--- config.mk ---
export PLATFORM = sky130hd
export DESIGN_NAME = imem_loader_flat
export DESIGN_NICKNAME = d
export VERILOG_FILES = /design/src/rtl/imem_loader_if.sv /design/src/rtl/imem_loader.sv /design/src/flat_wrapper.sv
export SDC_FILE = /design/constraint.sdc
export NUM_CORES = 1
export LEC_CHECK = 0
export CORE_ASPECT_RATIO = 1.2
export CORE_MARGIN = 1
export CORE_UTILIZATION = 55
export DETAILED_ROUTE_END_ITERATION = 10
export DONT_BUFFER_PORTS = 1
export GPL_ROUTABILITY_DRIVEN = 0
export PLACE_DENSITY = 0.68
export REMOVE_ABC_BUFFERS = 1
export SYNTH_ARGS = -nofsm -noshare
export SYNTH_HDL_FRONTEND = slang
export SYNTH_SLANG_ARGS = --single-unit
--- constraint.sdc ---
create_clock -name clk -period 4.1 [get_ports clk]
set_input_delay 0.82 -clock clk [delete_from_list [all_inputs] [get_ports clk]]
set_output_delay 0.82 -clock clk [all_outputs]
set_load 0.01 [all_outputs]
--- src/rtl/imem_loader_if.sv ---
// rtl/imem_loader_if.sv - byte stream input and instruction-memory write bus of the loader
interface imem_loader_if #(
    parameter int ADDR_W = 8
);
    logic [7:0]        byte_data;
    logic              byte_valid;
    logic              byte_ready;
    logic              imem_we;
    logic [ADDR_W-1:0] imem_addr;
    logic [31:0]       imem_wdata;

    // master: stream source / memory sink; slave: the loader itself
    modport master (
        output byte_data, byte_valid,
        input  byte_ready, imem_we, imem_addr, imem_wdata
    );
    modport slave (
        input  byte_data, byte_valid,
        output byte_ready, imem_we, imem_addr, imem_wdata
    );
endinterface

--- src/rtl/imem_loader.sv ---
// rtl/imem_loader.sv - boot loader: 16-bit big-endian word count, then big-endian words into imem
// Optional opcode screening of each written word is built when OPCODE_CHECK_EN is defined.
module imem_loader #(
    parameter int ADDR_W = 8,
    parameter int DEPTH  = 256
) (
    input  logic          clk,
    input  logic          reset,
    input  logic          start,
    imem_loader_if.slave  bus,
    output logic          cpu_hold,
    output logic          busy,
    output logic          done,
    output logic          err_overflow,
    output logic          err_opcode
);
    typedef enum logic [2:0] {IDLE, HDR0, HDR1, DATA, WRITE, DONE} state_t;

    localparam logic [16:0] DEPTH_L = 17'(DEPTH);

    state_t            state, state_nx;
    logic [15:0]       count;
    logic [15:0]       wcnt;
    logic [15:0]       wcnt_inc;
    logic [15:0]       hdr_count;
    logic [1:0]        byte_idx;
    logic [23:0]       shift;
    logic [ADDR_W-1:0] addr_q;
    logic [31:0]       wdata_q;
    logic              ready_c;
    logic              we_c;
    logic              xfer;
    logic              in_range;

    assign ready_c   = (state == HDR0) || (state == HDR1) || (state == DATA);
    assign xfer      = ready_c & bus.byte_valid;
    assign wcnt_inc  = wcnt + 16'd1;
    assign hdr_count = {count[15:8], bus.byte_data};
    assign in_range  = ({1'b0, wcnt} < DEPTH_L);

    always_ff @(posedge clk or posedge reset) begin
        if (reset) state <= IDLE;
        else       state <= state_nx;
    end

    always_comb begin
        state_nx = state;
        we_c     = 1'b0;
        case (state)
            IDLE:  if (start) state_nx = HDR0;
            HDR0:  if (xfer) state_nx = HDR1;
            HDR1:  if (xfer) state_nx = (hdr_count == 16'd0) ? DONE : DATA;
            DATA:  if (xfer && byte_idx == 2'd3) state_nx = WRITE;
            WRITE: begin
                we_c     = in_range;
                state_nx = (wcnt_inc == count) ? DONE : DATA;
            end
            DONE:    state_nx = IDLE;
            default: state_nx = IDLE;
        endcase
    end

    always_ff @(posedge clk or posedge reset) begin
        if (reset) begin
            count        <= '0;
            wcnt         <= '0;
            byte_idx     <= '0;
            shift        <= '0;
            addr_q       <= '0;
            wdata_q      <= '0;
            err_overflow <= 1'b0;
        end else begin
            case (state)
                IDLE: if (start) begin
                    wcnt         <= '0;
                    byte_idx     <= '0;
                    err_overflow <= 1'b0;
                end
                HDR0: if (xfer) count[15:8] <= bus.byte_data;
                HDR1: if (xfer) begin
                    count[7:0] <= bus.byte_data;
                    if ({1'b0, hdr_count} > DEPTH_L) err_overflow <= 1'b1;
                end
                DATA: if (xfer) begin
                    if (byte_idx == 2'd3) begin
                        // Latch the finished word and its address so they hold outside WRITE.
                        wdata_q  <= {shift, bus.byte_data};
                        addr_q   <= wcnt[ADDR_W-1:0];
                        byte_idx <= '0;
                    end else begin
                        shift    <= {shift[15:0], bus.byte_data};
                        byte_idx <= byte_idx + 2'd1;
                    end
                end
                WRITE:   wcnt <= wcnt_inc;
                default: ;
            endcase
        end
    end

`ifdef OPCODE_CHECK_EN
    logic err_opcode_q;
    logic op_ok;

    always_comb begin
        op_ok = 1'b0;
        case (wdata_q[31:26])
            6'b000000, 6'b110000, 6'b001000, 6'b001100,
            6'b100011, 6'b101011, 6'b000100, 6'b000010: op_ok = 1'b1;
            default: op_ok = 1'b0;
        endcase
    end

    always_ff @(posedge clk or posedge reset) begin
        if (reset)                             err_opcode_q <= 1'b0;
        else if (state == IDLE && start)       err_opcode_q <= 1'b0;
        else if (state == WRITE && !op_ok)     err_opcode_q <= 1'b1;
    end

    assign err_opcode = err_opcode_q;
`else
    assign err_opcode = 1'b0;
`endif

    assign busy           = (state != IDLE);
    assign cpu_hold       = busy;
    assign done           = (state == DONE);
    assign bus.byte_ready = ready_c;
    assign bus.imem_we    = we_c;
    assign bus.imem_addr  = addr_q;
    assign bus.imem_wdata = wdata_q;
endmodule

--- src/flat_wrapper.sv ---
// flat-port wrapper written by rule: the top's interface ports become plain ports
module imem_loader_flat 
#(
    parameter int ADDR_W = 8,
    parameter int DEPTH  = 256
)
  (clk, reset, start, cpu_hold, busy, done, err_overflow, err_opcode, bus_byte_data, bus_byte_valid, bus_byte_ready, bus_imem_we, bus_imem_addr, bus_imem_wdata);
  imem_loader_if #(.ADDR_W(ADDR_W)) bus_i ();
  input  logic clk;
  input  logic reset;
  input  logic start;
  output logic cpu_hold;
  output logic busy;
  output logic done;
  output logic err_overflow;
  output logic err_opcode;
  input wire logic [$bits(bus_i.byte_data)-1:0] bus_byte_data;
  input wire logic [$bits(bus_i.byte_valid)-1:0] bus_byte_valid;
  output wire logic [$bits(bus_i.byte_ready)-1:0] bus_byte_ready;
  output wire logic [$bits(bus_i.imem_we)-1:0] bus_imem_we;
  output wire logic [$bits(bus_i.imem_addr)-1:0] bus_imem_addr;
  output wire logic [$bits(bus_i.imem_wdata)-1:0] bus_imem_wdata;
  assign bus_i.byte_data = bus_byte_data;
  assign bus_i.byte_valid = bus_byte_valid;
  assign bus_byte_ready = bus_i.byte_ready;
  assign bus_imem_we = bus_i.imem_we;
  assign bus_imem_addr = bus_i.imem_addr;
  assign bus_imem_wdata = bus_i.imem_wdata;
  imem_loader #(.ADDR_W(ADDR_W), .DEPTH(DEPTH)) u_core (.clk(clk), .reset(reset), .start(start), .bus(bus_i), .cpu_hold(cpu_hold), .busy(busy), .done(done), .err_overflow(err_overflow), .err_opcode(err_opcode));
endmodule
* After elaboration in Yosys (flattened, before gate mapping)
Index checks and enable logic that the tools add are counted.
** Word-level totals
- Logic and storage cells :: 63
- Register bits :: 102
- Output and inout port bits :: 47
- Input port bits :: 12
** Cells by class
- Reductions and logical operators :: 17
- Muxes and demuxes :: 18
- Equality and inequality tests :: 13
- $lt $le $gt $ge :: 2
- Bitwise operators :: 2
- $add $sub $neg :: 2
** Operator list (number)
- one-hot mux 16 bit (2 select lines) :: 1
- two-way mux 3 bit :: 6
- adder 16 x 1 -> 16 bit, second input constant :: 1
- equality test 16 bit :: 1
- greater-than comparator 16 x 9 -> 1 bit, second input constant :: 1
- zero test 16 bit :: 1
- < comparator 16 x 9 -> 1 bit, second input constant :: 1
- two-way mux 16 bit :: 1
- one-hot mux 3 bit (5 select lines) :: 1
- AND reduction 3 bit :: 3
- AND reduction 4 bit :: 2
- equality test 3 x 2 -> 1 bit, second input constant :: 2
- equality test 3 bit, second input constant :: 2
- two-way mux 2 bit :: 3
- inequality test 2 x 1 -> 1 bit, second input constant :: 3
- inequality test 2 bit, second input constant :: 3
- AND reduction 2 bit :: 3
- nonzero test 2 bit :: 3
- two-way mux 1 bit :: 4
- one-hot mux 2 bit (2 select lines) :: 1
- equality test 3 x 1 -> 1 bit, second input constant :: 1
- zero test 3 bit :: 1
- nonzero test 3 bit :: 1
- adder 2 x 1 -> 2 bit, second input constant :: 1
- other kinds (6) :: 7

* Depth between registers and ports, before layout
Gate-level depths: netlist (run 1).
- Depth in word-level cells :: 7
- Mapped depth :: 9
- Gate-level depth less buffers :: 8

* Worst setup path after synthesis (run 1)
No wires, ideal clock.
- Kind :: reg2out
- Start point :: reg u_core.state[1]
- End point :: out bus_imem_we
- Arrival time :: 1.471 ns
- Stages on the path, launching flop included :: 6
- Slack :: 1.809 ns
- Data required time :: 3.280 ns
- Buffers on the path :: 2
- Cells stage by stage :: dfrtp_1 buf_2 nor2_1 nand2_1 clkbuf_1 nor3_1
** On the way
- Longest elaborated chain between the ends :: 2
** RTL lines
- from (decl) :: line imem_loader.sv:21 : state_t state, state_nx;
- from (signal assigned) :: line imem_loader.sv:43 : else state <= state_nx;
- equality test 3 bit :: line imem_loader.sv:49 : case (state)
- two-way mux 1 bit :: line imem_loader.sv:49
- to (decl) :: line flat_wrapper.sv:20 : output wire logic [$bits(bus_i.imem_we)-1:0] bus_imem_we;
Every way passes these cells.

* Final worst setup path (run 1)
- Start point :: reg u_core.state[0]
- End point :: out bus_imem_we
The elaborated chain is that of the path after synthesis.

==> impl_metrics.env, run 1 <==
export IMPL_result_of_the_run="complete, no violations"
export IMPL_post_cts_setup_buffer_count=0
export IMPL_worst_pin_slew_ps=1138
export IMPL_max_cap_violations=0
export IMPL_most_common_layout_cells="102 x sky130_fd_sc_hd__dfrtp_1, 79 x sky130_fd_sc_hd__mux2_2, 33 x sky130_fd_sc_hd__o21ai_0"
export IMPL_detailed_place_hpwl_um=6447
export IMPL_synthDistinctLibCells=44
export IMPL_final_setup_skew_ps=14.33
export IMPL_post_route_min_period_ps=2987
export IMPL_number_of_synthesized_register_bits=102
export IMPL_ys_seq_area_frac=0.5417
export IMPL_critical_path_startpoint_type="flip-flop"
export IMPL_timing_rr_start="u_core.wcnt[0]$_DFFE_PP0P_"
export IMPL_setup_tns_final_ps=0
export IMPL_mostFrequentLayoutCell="sky130_fd_sc_hd__dfrtp_1"
export IMPL_power_per_cell_area_nw_per_um2=744.7
export IMPL_synthesis_instances=386
export IMPL_hold_buffers=0
export IMPL_critical_path_max_stage_delay_ps=530
export IMPL_setup_viols_final=0
export IMPL_viasPerCell=6.004
export IMPL_setup_worst_path_end_class="primary output"
export IMPL_tritoncts_num_sinks=102
export IMPL_portBuffers=0
export IMPL_critical_path_cell_chain="nor2_1, nand2_1, nor3_1"
export IMPL_fp_dieW_um=86.50
export IMPL_final_instance_count_excl_fill=498
export IMPL_via_total_after_detailed_routing=2990
export IMPL_met2WireLength_um=4565
export IMPL_drtIter0Drc=156
export IMPL_ctsRootBufferMaster="sky130_fd_sc_hd__clkbuf_8"
export IMPL_vdd_drop_max_mv=0.4198
export IMPL_layout_worst_path_cycle_share=0.7286
export IMPL_hold_path_class="in2async"
export IMPL_grt_first_pass_wirelength_um=15150
export IMPL_post_route_drc_count=0
export IMPL_maximum_number_of_pins_on_one_net_before_global_route_repair=55
export IMPL_worstPathArrival_ps=2170
export IMPL_globalRouteOverflowTotal=0
export IMPL_n_fill_cell=690
export IMPL_drt_total_wl_um=9101
export IMPL_floorplan_core_area_um2=8198
export IMPL_routed_wire_length_per_instance_um=18.28
export IMPL_yosys_warnings=0
export IMPL_critical_path_reg2reg_endpoint="u_core.state[1]$_DFFE_PP0P_"
export IMPL_timing_worst_setup_path_type="reg2out"
export IMPL_areaGrowthSynthToFinish_pct=5.656
export IMPL_avgSynthCellArea_um2=12.21
export IMPL_setup_worst_path_start="u_core.state[0]$_DFFE_PP0P_"
export IMPL_routed_length_on_met1_um=3835
export IMPL_die_area_um2=8943
export IMPL_n_antenna_cell=0
export IMPL_h_tree_depth=3
export IMPL_antenna_found_initial=0
export IMPL_finalNetCount=393
export IMPL_ctsLongestPathBuffers=2
export IMPL_number_of_placed_instances_taps_included=482
export IMPL_finalPower_uw=3708
export IMPL_cts_buffers=9
export IMPL_die_y_um=103.4
export IMPL_grt_util_all_layers=0.2210
export IMPL_cp_top_family="simple AND/OR/NAND/NOR gates"
export IMPL_grt_pass1_vias=2987
export IMPL_num_rows=36
export IMPL_antenna_nets_post_route=0
export IMPL_dr_wl_met3_um=554
export IMPL_rsz0062_at_grt="no"
export IMPL_ff2ff_setup_slack_ps=1790
export IMPL_top_layer_used="met4"
export IMPL_timing_final_max_slew_violations=0
export IMPL_max_freq_mhz=334.8
export IMPL_final_hold_violation_count=0
export IMPL_detail_route_first_pass_iterations=4
export IMPL_cp_max_stage_cell="sky130_fd_sc_hd__dfrtp_1"
export IMPL_critPathRequiredTime_ps=3280
export IMPL_synthesis_area_um2=4712
export IMPL_crit_path_max_fanout=17
export IMPL_tritoncts="built"
export IMPL_top_level_ports=59
export IMPL_path_clk_slew_ps=110
export IMPL_start_util=0.5748
export IMPL_ctsResizeCount=0
export IMPL_skew_pair_late_insertion_delay_ps=360
export IMPL_drive_gt1_frac=0.2943
export IMPL_power_leakage_uw=0.002104
export IMPL_maxSlewHeadroom=0.2362
export IMPL_path_buf_inv=0
export IMPL_reg2reg_path_depth=8
## cell usage after synthesis, drive strengths merged
master / count / area share
or4b: 1 / 0.0021
dfrtp: 102 / 0.54
xnor2: 15 / 0.028
a21o: 2 / 0.0032
a21oi: 3 / 0.0032
conb: 1 / 0.00080
clkbuf: 6 / 0.0048
nor4: 10 / 0.016
mux2: 79 / 0.19
o22ai: 2 / 0.0027
inv: 6 / 0.0048
buf: 17 / 0.019
and3: 4 / 0.0056
o21ai: 34 / 0.036
nor3: 9 / 0.012
a22o: 3 / 0.0056
nor2: 17 / 0.015
and4b: 1 / 0.0021
a31oi: 3 / 0.0040
a311oi: 1 / 0.0019
nand2: 20 / 0.016
and4: 2 / 0.0037
o31ai: 7 / 0.011
a31o: 1 / 0.0019
xor2: 7 / 0.013
nand3: 9 / 0.014
nor2b: 1 / 0.0013
ha: 2 / 0.0053
o2bb2ai: 1 / 0.0019
nand4: 12 / 0.019
nand4b: 2 / 0.0037
a22oi: 2 / 0.0032
mux2i: 3 / 0.0064
o31a: 1 / 0.0019
## metal layers
layer,track usage,vias to the layer above
li1,-,1381
met1,0.2808,1507
met2,0.3718,87
met3,0.06032,15
met4,0.06923,0
met5,0,-
## metrics by stage
step / utilization / cell area (um2) / hold slack (ps) / setup WS (ps)
final: 0.6073 / 4979 / 415.1 / 1113
after global routing: 0.6073 / 4979 / 448.3 / 1044
after CTS: 0.6073 / 4979 / 424.6 / 1161
after floorplan: - / 4598 / 460.6 / 604.5
after global placement: 0.5841 / 4788 / 483.5 / 1609
after detailed placement: 0.5841 / 4788 / 492.7 / 1563
## power by group
| part | internal [uW] | switching, uW | total [uW] | leakage (uW) |
|---|---|---|---|---|
| logic | 614 | 437 | 1050 | 0.000735 |
| clock network | 239 | 371 | 609 | 0.0000965 |
| registers | 1470 | 581 | 2050 | 0.00127 |
| total | 2320 | 1390 | 3710 | 0.00210 |
## state kept, by name, summed over array words and instances, names as in the netlist
| register | cells |
|---|---|
| u_core.bus.imem_addr | 8 |
| u_core.bus.imem_wdata | 32 |
| u_core.byte_idx | 2 |
| u_core.count | 16 |
| u_core.err_overflow | 1 |
| u_core.shift | 24 |
| u_core.state | 3 |
| u_core.wcnt | 16 |
## how the worst max path moves through the flow
stage	endpoint	slack, ps	cells after the start
2_1_floorplan	u_core.bus.imem_addr[0]$_DFFE_PP0P_	600	1
3_3_place_gp	bus_imem_we	1610	3
3_5_place_dp	bus_imem_we	1560	3
4_1_cts	bus_imem_we	1160	3
5_1_grt	bus_imem_we	1040	3
6_report	bus_imem_we	1110	3
## layout make-up
cell class	instances	area, um2	area share
clock buffer	10	127.6	0.02563
clock inverter	6	62.56	0.01257
inverter	6	25.02	0.005026
multi-input combinational	255	2031	0.4079
sequential	102	2552	0.5127
tap	114	142.6	0.02865
timing repair buffer	5	37.54	0.007540
## logic make-up after synthesis
family	share of synthesized area
AO/OA/AOI/OAI	0.07647
XOR/XNOR	0.04089
adder cells (fa/ha/maj)	0.005310
buffers and inverters	0.02894
flip-flops	0.5417
multiplexers	0.1952
other	0.0007958
AND/OR/NAND/NOR	0.1107
Note: power is estimated with default switching activity, not from simulation.
==> inputs of run 2 (changes only) <==
Settings changed: PLACE_DENSITY 0.68 to 0.71.
Clock period 4.1 ns to 2.55 ns, I/O delays scaled along.
==> impl_metrics.env, run 2 (synthesis gave the netlist of run 1 again) <==
export IMPL_h_tree_depth=3
export IMPL_layout_worst_path_cycle_share=0.9121
export IMPL_setup_worst_path_end_class="flip-flop"
export IMPL_maxSlewHeadroom=0.4989
export IMPL_power_leakage_uw=0.002144
export IMPL_max_cap_violations=0
export IMPL_n_fill_cell=693
export IMPL_timing_final_max_slew_violations=0
export IMPL_hold_path_class="in2async"
export IMPL_drt_total_wl_um=9121
export IMPL_top_layer_used="met4"
export IMPL_fp_dieW_um=86.50
export IMPL_tritoncts_num_sinks=102
export IMPL_globalRouteOverflowTotal=0
export IMPL_met2WireLength_um=4419
export IMPL_n_antenna_cell=0
export IMPL_most_common_layout_cells="102 x sky130_fd_sc_hd__dfrtp_1, 79 x sky130_fd_sc_hd__mux2_2, 33 x sky130_fd_sc_hd__o21ai_0"
export IMPL_tritoncts="built"
export IMPL_setup_viols_final=0
export IMPL_critPathRequiredTime_ps=2800
export IMPL_finalNetCount=399
export IMPL_hold_buffers=0
export IMPL_routed_wire_length_per_instance_um=18.10
export IMPL_drive_gt1_frac=0.3051
export IMPL_worst_pin_slew_ps=747.6
export IMPL_antenna_nets_post_route=0
export IMPL_via_total_after_detailed_routing=2987
export IMPL_result_of_the_run="complete, no violations"
export IMPL_skew_pair_late_insertion_delay_ps=370
export IMPL_layout_area_seq_um2=2552
export IMPL_detail_route_first_pass_iterations=4
export IMPL_grt_pass1_vias=3018
export IMPL_drtIter0Drc=145
export IMPL_die_area_um2=8943
export IMPL_grt_util_all_layers=0.2240
export IMPL_post_route_drc_count=0
export IMPL_antenna_found_initial=0
export IMPL_path_clk_slew_ps=100
export IMPL_setup_tns_final_ps=0
export IMPL_start_util=0.5748
export IMPL_routed_length_on_met1_um=3990
export IMPL_num_rows=36
export IMPL_post_route_min_period_ps=2326
export IMPL_ff2ff_setup_slack_ps=220
export IMPL_ctsResizeCount=0
export IMPL_rsz0062_at_grt="no"
export IMPL_mostFrequentLayoutCell="sky130_fd_sc_hd__dfrtp_1"
export IMPL_final_hold_violation_count=0
export IMPL_vdd_drop_max_mv=0.6418
export IMPL_cts_buffers=9
export IMPL_die_y_um=103.4
export IMPL_preCtsSetupSlack_ps=249.5
export IMPL_largest_register_ffs=32
export IMPL_maximum_number_of_pins_on_one_net_before_global_route_repair=57
export IMPL_portBuffers=0
export IMPL_power_per_cell_area_nw_per_um2=1188
export IMPL_floorplan_core_area_um2=8198
export IMPL_ctsRootBufferMaster="sky130_fd_sc_hd__clkbuf_8"
export IMPL_final_setup_skew_ps=7.641
export IMPL_timing_worst_setup_path_type="reg2reg"
export IMPL_detailed_place_hpwl_um=6347
export IMPL_areaGrowthSynthToFinish_pct=7.010
export IMPL_multiInputGateArea_um2=2031
export IMPL_top_level_ports=59
export IMPL_viasPerCell=5.927
export IMPL_critical_path_startpoint_type="flip-flop"
export IMPL_worstPathArrival_ps=2580
export IMPL_grt_first_pass_wirelength_um=15060
export IMPL_post_route_worst_setup_slack_ps=224.1
export IMPL_max_freq_mhz=429.9
export IMPL_ctsLongestPathBuffers=2
export IMPL_dr_wl_met3_um=511
export IMPL_crit_path_max_fanout=8
export IMPL_post_cts_setup_buffer_count=0
[run 2: changes by cell type in the layout (fill, tap and decap cells not counted)]
| cell | change |
|---|---|
| sky130_fd_sc_hd__clkinv_2 | +1 |
| sky130_fd_sc_hd__buf_4 | +4 |
| sky130_fd_sc_hd__clkinv_4 | +1 |
| sky130_fd_sc_hd__buf_12 | +2 |
| sky130_fd_sc_hd__clkbuf_8 | +1 |
| sky130_fd_sc_hd__inv_6 | -2 |
| sky130_fd_sc_hd__clkinv_8 | -1 |
[run 2: report_power, final]
group / switching [uW] / leakage, uW / total, uW / internal [uW]
clock network: 565 / 0.0000958 / 959 / 395
registers: 918 / 0.00127 / 3280 / 2360
logic: 734 / 0.000776 / 1760 / 1020
[run 2: path summary, 6_finish.rpt]
| path | endpoint | startpoint | cells after the start |
|---|---|---|---|
| min reg2reg | u_core.shift[18]$_DFFE_PP0P_ | u_core.shift[18]$_DFFE_PP0P_ | 1 |
| min | u_core.bus.imem_addr[4]$_DFFE_PP0P_ | reset | 1 |
| max | u_core.state[1]$_DFFE_PP0P_ | u_core.wcnt[0]$_DFFE_PP0P_ | 8 |
| max in group asynchronous | u_core.count[9]$_DFFE_PP0P_ | reset | 2 |
| min in group clk | u_core.bus.imem_wdata[4]$_DFFE_PP0P_ | bus_byte_data[4] | 1 |
| max reg2reg | u_core.state[1]$_DFFE_PP0P_ | u_core.wcnt[0]$_DFFE_PP0P_ | 8 |
[run 2: layer usage]
layer,vias up,global-route usage
met5,-,0
met1,1496,0.2881
met4,0,0.09872
met3,17,0.06270
li1,1397,-
met2,77,0.3584
[run 2: worst max-delay path, cell delays in order (launching register included)]
cell and delay, ps:
sky130_fd_sc_hd__dfrtp_1 520, sky130_fd_sc_hd__ha_1 340, sky130_fd_sc_hd__nand3_2 160, sky130_fd_sc_hd__nor2_4 180
sky130_fd_sc_hd__nand3_2 120, sky130_fd_sc_hd__or4b_1 520, sky130_fd_sc_hd__nand4_1 100, sky130_fd_sc_hd__nand4_1 130
sky130_fd_sc_hd__o2bb2ai_1 150
[run 2: through the flow]
stage	std cells	util	power (uW)	hold slack (ps)	cell area (um2)
4_1_cts	504	0.6151	6042	72.06	5042
2_1_floorplan	363	-	4523	460.6	4598
3_5_place_dp	488	0.5926	5073	483.3	4858
6_report	504	0.6151	5992	73.02	5042
3_3_place_gp	488	0.5926	4954	478.4	4858
5_1_grt	504	0.6151	6382	109.6	5042
[run 2: area by class of cell]
type                    instances  share of cell area
flip-flops and latches        102              0.5062
multi-input cells             255              0.4027
well taps                     114             0.02829
clock buffers                  11             0.02804
repair buffers                 11             0.02134
clock inverters                 5            0.008437
inverters                       6            0.004963
==> inputs of run 3 (changes only) <==
==> constraint.sdc (replaced) <==
create_clock -name clk -period 2.55 [get_ports clk]
set_input_delay 0.51 -clock clk [delete_from_list [all_inputs] [get_ports clk]]
set_output_delay 0.51 -clock clk [all_outputs]
set_load 0.05 [all_outputs]
==> impl_metrics.env, run 3 (synthesis gave the netlist of run 1 again) <==
export IMPL_result_of_the_run="complete, no violations"
export IMPL_critical_path_startpoint_type="flip-flop"
export IMPL_areaGrowthSynthToFinish_pct=7.674
export IMPL_num_rows=36
export IMPL_fp_dieW_um=86.50
export IMPL_cp_max_stage_cell="sky130_fd_sc_hd__or4b_1"
export IMPL_critical_path_cell_chain="ha_1, nand3_2, nor2_4, nand3_2, or4b_1, nand4_1, nand4_1, o2bb2ai_1"
export IMPL_globalRouteOverflowTotal=0
export IMPL_worst_pin_slew_ps=748.3
export IMPL_final_setup_skew_ps=15.39
export IMPL_die_y_um=103.4
export IMPL_via_total_after_detailed_routing=2923
export IMPL_die_area_um2=8943
export IMPL_n_antenna_cell=0
export IMPL_vdd_drop_max_mv=0.8830
export IMPL_grt_util_all_layers=0.2235
export IMPL_cp_top_family="simple AND/OR/NAND/NOR gates"
export IMPL_final_instance_count_excl_fill=507
export IMPL_post_cts_setup_buffer_count=0
export IMPL_number_of_placed_instances_taps_included=491
export IMPL_cts_buffers=9
export IMPL_skew_pair_late_insertion_delay_ps=370
export IMPL_top_level_ports=59
export IMPL_routed_wire_length_per_instance_um=17.86
export IMPL_setup_worst_path_end_class="flip-flop"
export IMPL_n_fill_cell=686
export IMPL_ctsLongestPathBuffers=2
export IMPL_setup_viols_final=0
export IMPL_max_cap_violations=0
export IMPL_ctsResizeCount=0
export IMPL_drive_gt1_frac=0.3155
export IMPL_detailed_place_hpwl_um=6277
export IMPL_viasPerCell=5.765
export IMPL_grt_first_pass_wirelength_um=14950
export IMPL_drt_total_wl_um=9053
export IMPL_max_freq_mhz=430.8
export IMPL_crit_path_max_fanout=8
export IMPL_path_buf_inv=0
export IMPL_power_per_cell_area_nw_per_um2=1361
export IMPL_antenna_found_initial=0
export IMPL_post_route_drc_count=0
export IMPL_layout_area_seq_um2=2552
export IMPL_layout_worst_path_cycle_share=0.9103
export IMPL_finalPower_uw=6907
export IMPL_tritoncts_num_sinks=102
export IMPL_worstPathArrival_ps=2580
export IMPL_postLayoutCoreUtil=0.6189
export IMPL_final_hold_violation_count=0
export IMPL_rsz0062_at_grt="no"
export IMPL_grt_pass1_vias=2947
export IMPL_maximum_number_of_pins_on_one_net_before_global_route_repair=59
export IMPL_setup_tns_final_ps=0
export IMPL_drtIter0Drc=186
export IMPL_hold_buffers=0
export IMPL_tritoncts="built"
export IMPL_floorplan_core_area_um2=8198
export IMPL_timing_worst_setup_path_type="reg2reg"
export IMPL_critical_path_max_stage_delay_ps=530
export IMPL_ctsRootBufferMaster="sky130_fd_sc_hd__clkbuf_8"
export IMPL_maxSlewHeadroom=0.4984
export IMPL_path_clk_slew_ps=100
export IMPL_critical_path_reg2reg_endpoint="u_core.state[1]$_DFFE_PP0P_"
export IMPL_hold_path_class="in2async"
export IMPL_power_leakage_uw=0.002155
export IMPL_critPathRequiredTime_ps=2810
export IMPL_post_route_min_period_ps=2321
export IMPL_multiInputGateArea_um2=2041
export IMPL_reg2reg_path_depth=8
export IMPL_finalNetCount=402
export IMPL_ff2ff_setup_slack_ps=230
export IMPL_timing_rr_start="u_core.wcnt[0]$_DFFE_PP0P_"
export IMPL_timing_final_max_slew_violations=0
export IMPL_h_tree_depth=3
export IMPL_portBuffers=0
export IMPL_mostFrequentLayoutCell="sky130_fd_sc_hd__dfrtp_1"
export IMPL_detail_route_first_pass_iterations=7
export IMPL_most_common_layout_cells="102 x sky130_fd_sc_hd__dfrtp_1, 79 x sky130_fd_sc_hd__mux2_2, 33 x sky130_fd_sc_hd__o21ai_0"
export IMPL_start_util=0.5748
export IMPL_largest_register_ffs=32
export IMPL_antenna_nets_post_route=0
-- run 3: power breakdown --
group	internal [uW]	leakage [uW]	switching [uW]	total, uW
clock network	392	0.0000918	553	945
registers	2340	0.00127	1770	4110
logic	1040	0.000791	816	1860
-- run 3: metrics by stage --
stage | hold slack (ps) | instance area [um2] | setup WS [ps]
2_1_floorplan | 460.6 | 4598 | -635.5
5_1_grt | 98.43 | 5074 | 48.42
3_3_place_gp | 476.3 | 4891 | 312.8
3_5_place_dp | 474.5 | 4891 | 227.1
6_report | 63.28 | 5074 | 228.7
4_1_cts | 74.32 | 5074 | 225.1
-- run 3: worst max-delay path by stage --
stage / cells after the start / slack [ps] / start / to
2_1_floorplan: 1 / -640 / reset / u_core.bus.imem_addr[0]$_DFFE_PP0P_
4_1_cts: 8 / 230 / u_core.wcnt[0]$_DFFE_PP0P_ / u_core.state[1]$_DFFE_PP0P_
3_3_place_gp: 8 / 310 / u_core.wcnt[0]$_DFFE_PP0P_ / u_core.state[1]$_DFFE_PP0P_
6_report: 8 / 230 / u_core.wcnt[0]$_DFFE_PP0P_ / u_core.state[1]$_DFFE_PP0P_
3_5_place_dp: 8 / 230 / u_core.wcnt[0]$_DFFE_PP0P_ / u_core.state[1]$_DFFE_PP0P_
5_1_grt: 8 / 50 / u_core.wcnt[0]$_DFFE_PP0P_ / u_core.state[1]$_DFFE_PP0P_
-- run 3: final cells by class --
cell class | count | share of cell area
multi-input cells | 255 | 0.4022
clock buffers | 11 | 0.02787
repair buffers | 14 | 0.02565
flip-flops and latches | 102 | 0.5031
clock inverters | 5 | 0.008138
well taps | 114 | 0.02811
inverters | 6 | 0.004932
-- run 3: routing by layer --
layer | vias to the layer above | global-route usage | wire length, um | part of all wire
met1 | 1426 | 0.2906 | 4016 | 0.44
met5 | - | 0 | 0 | 0
li1 | 1391 | - | - | -
met3 | 15 | 0.05952 | 564 | 0.062
met2 | 91 | 0.3541 | 4285 | 0.47
met4 | 0 | 0.1026 | 187 | 0.021
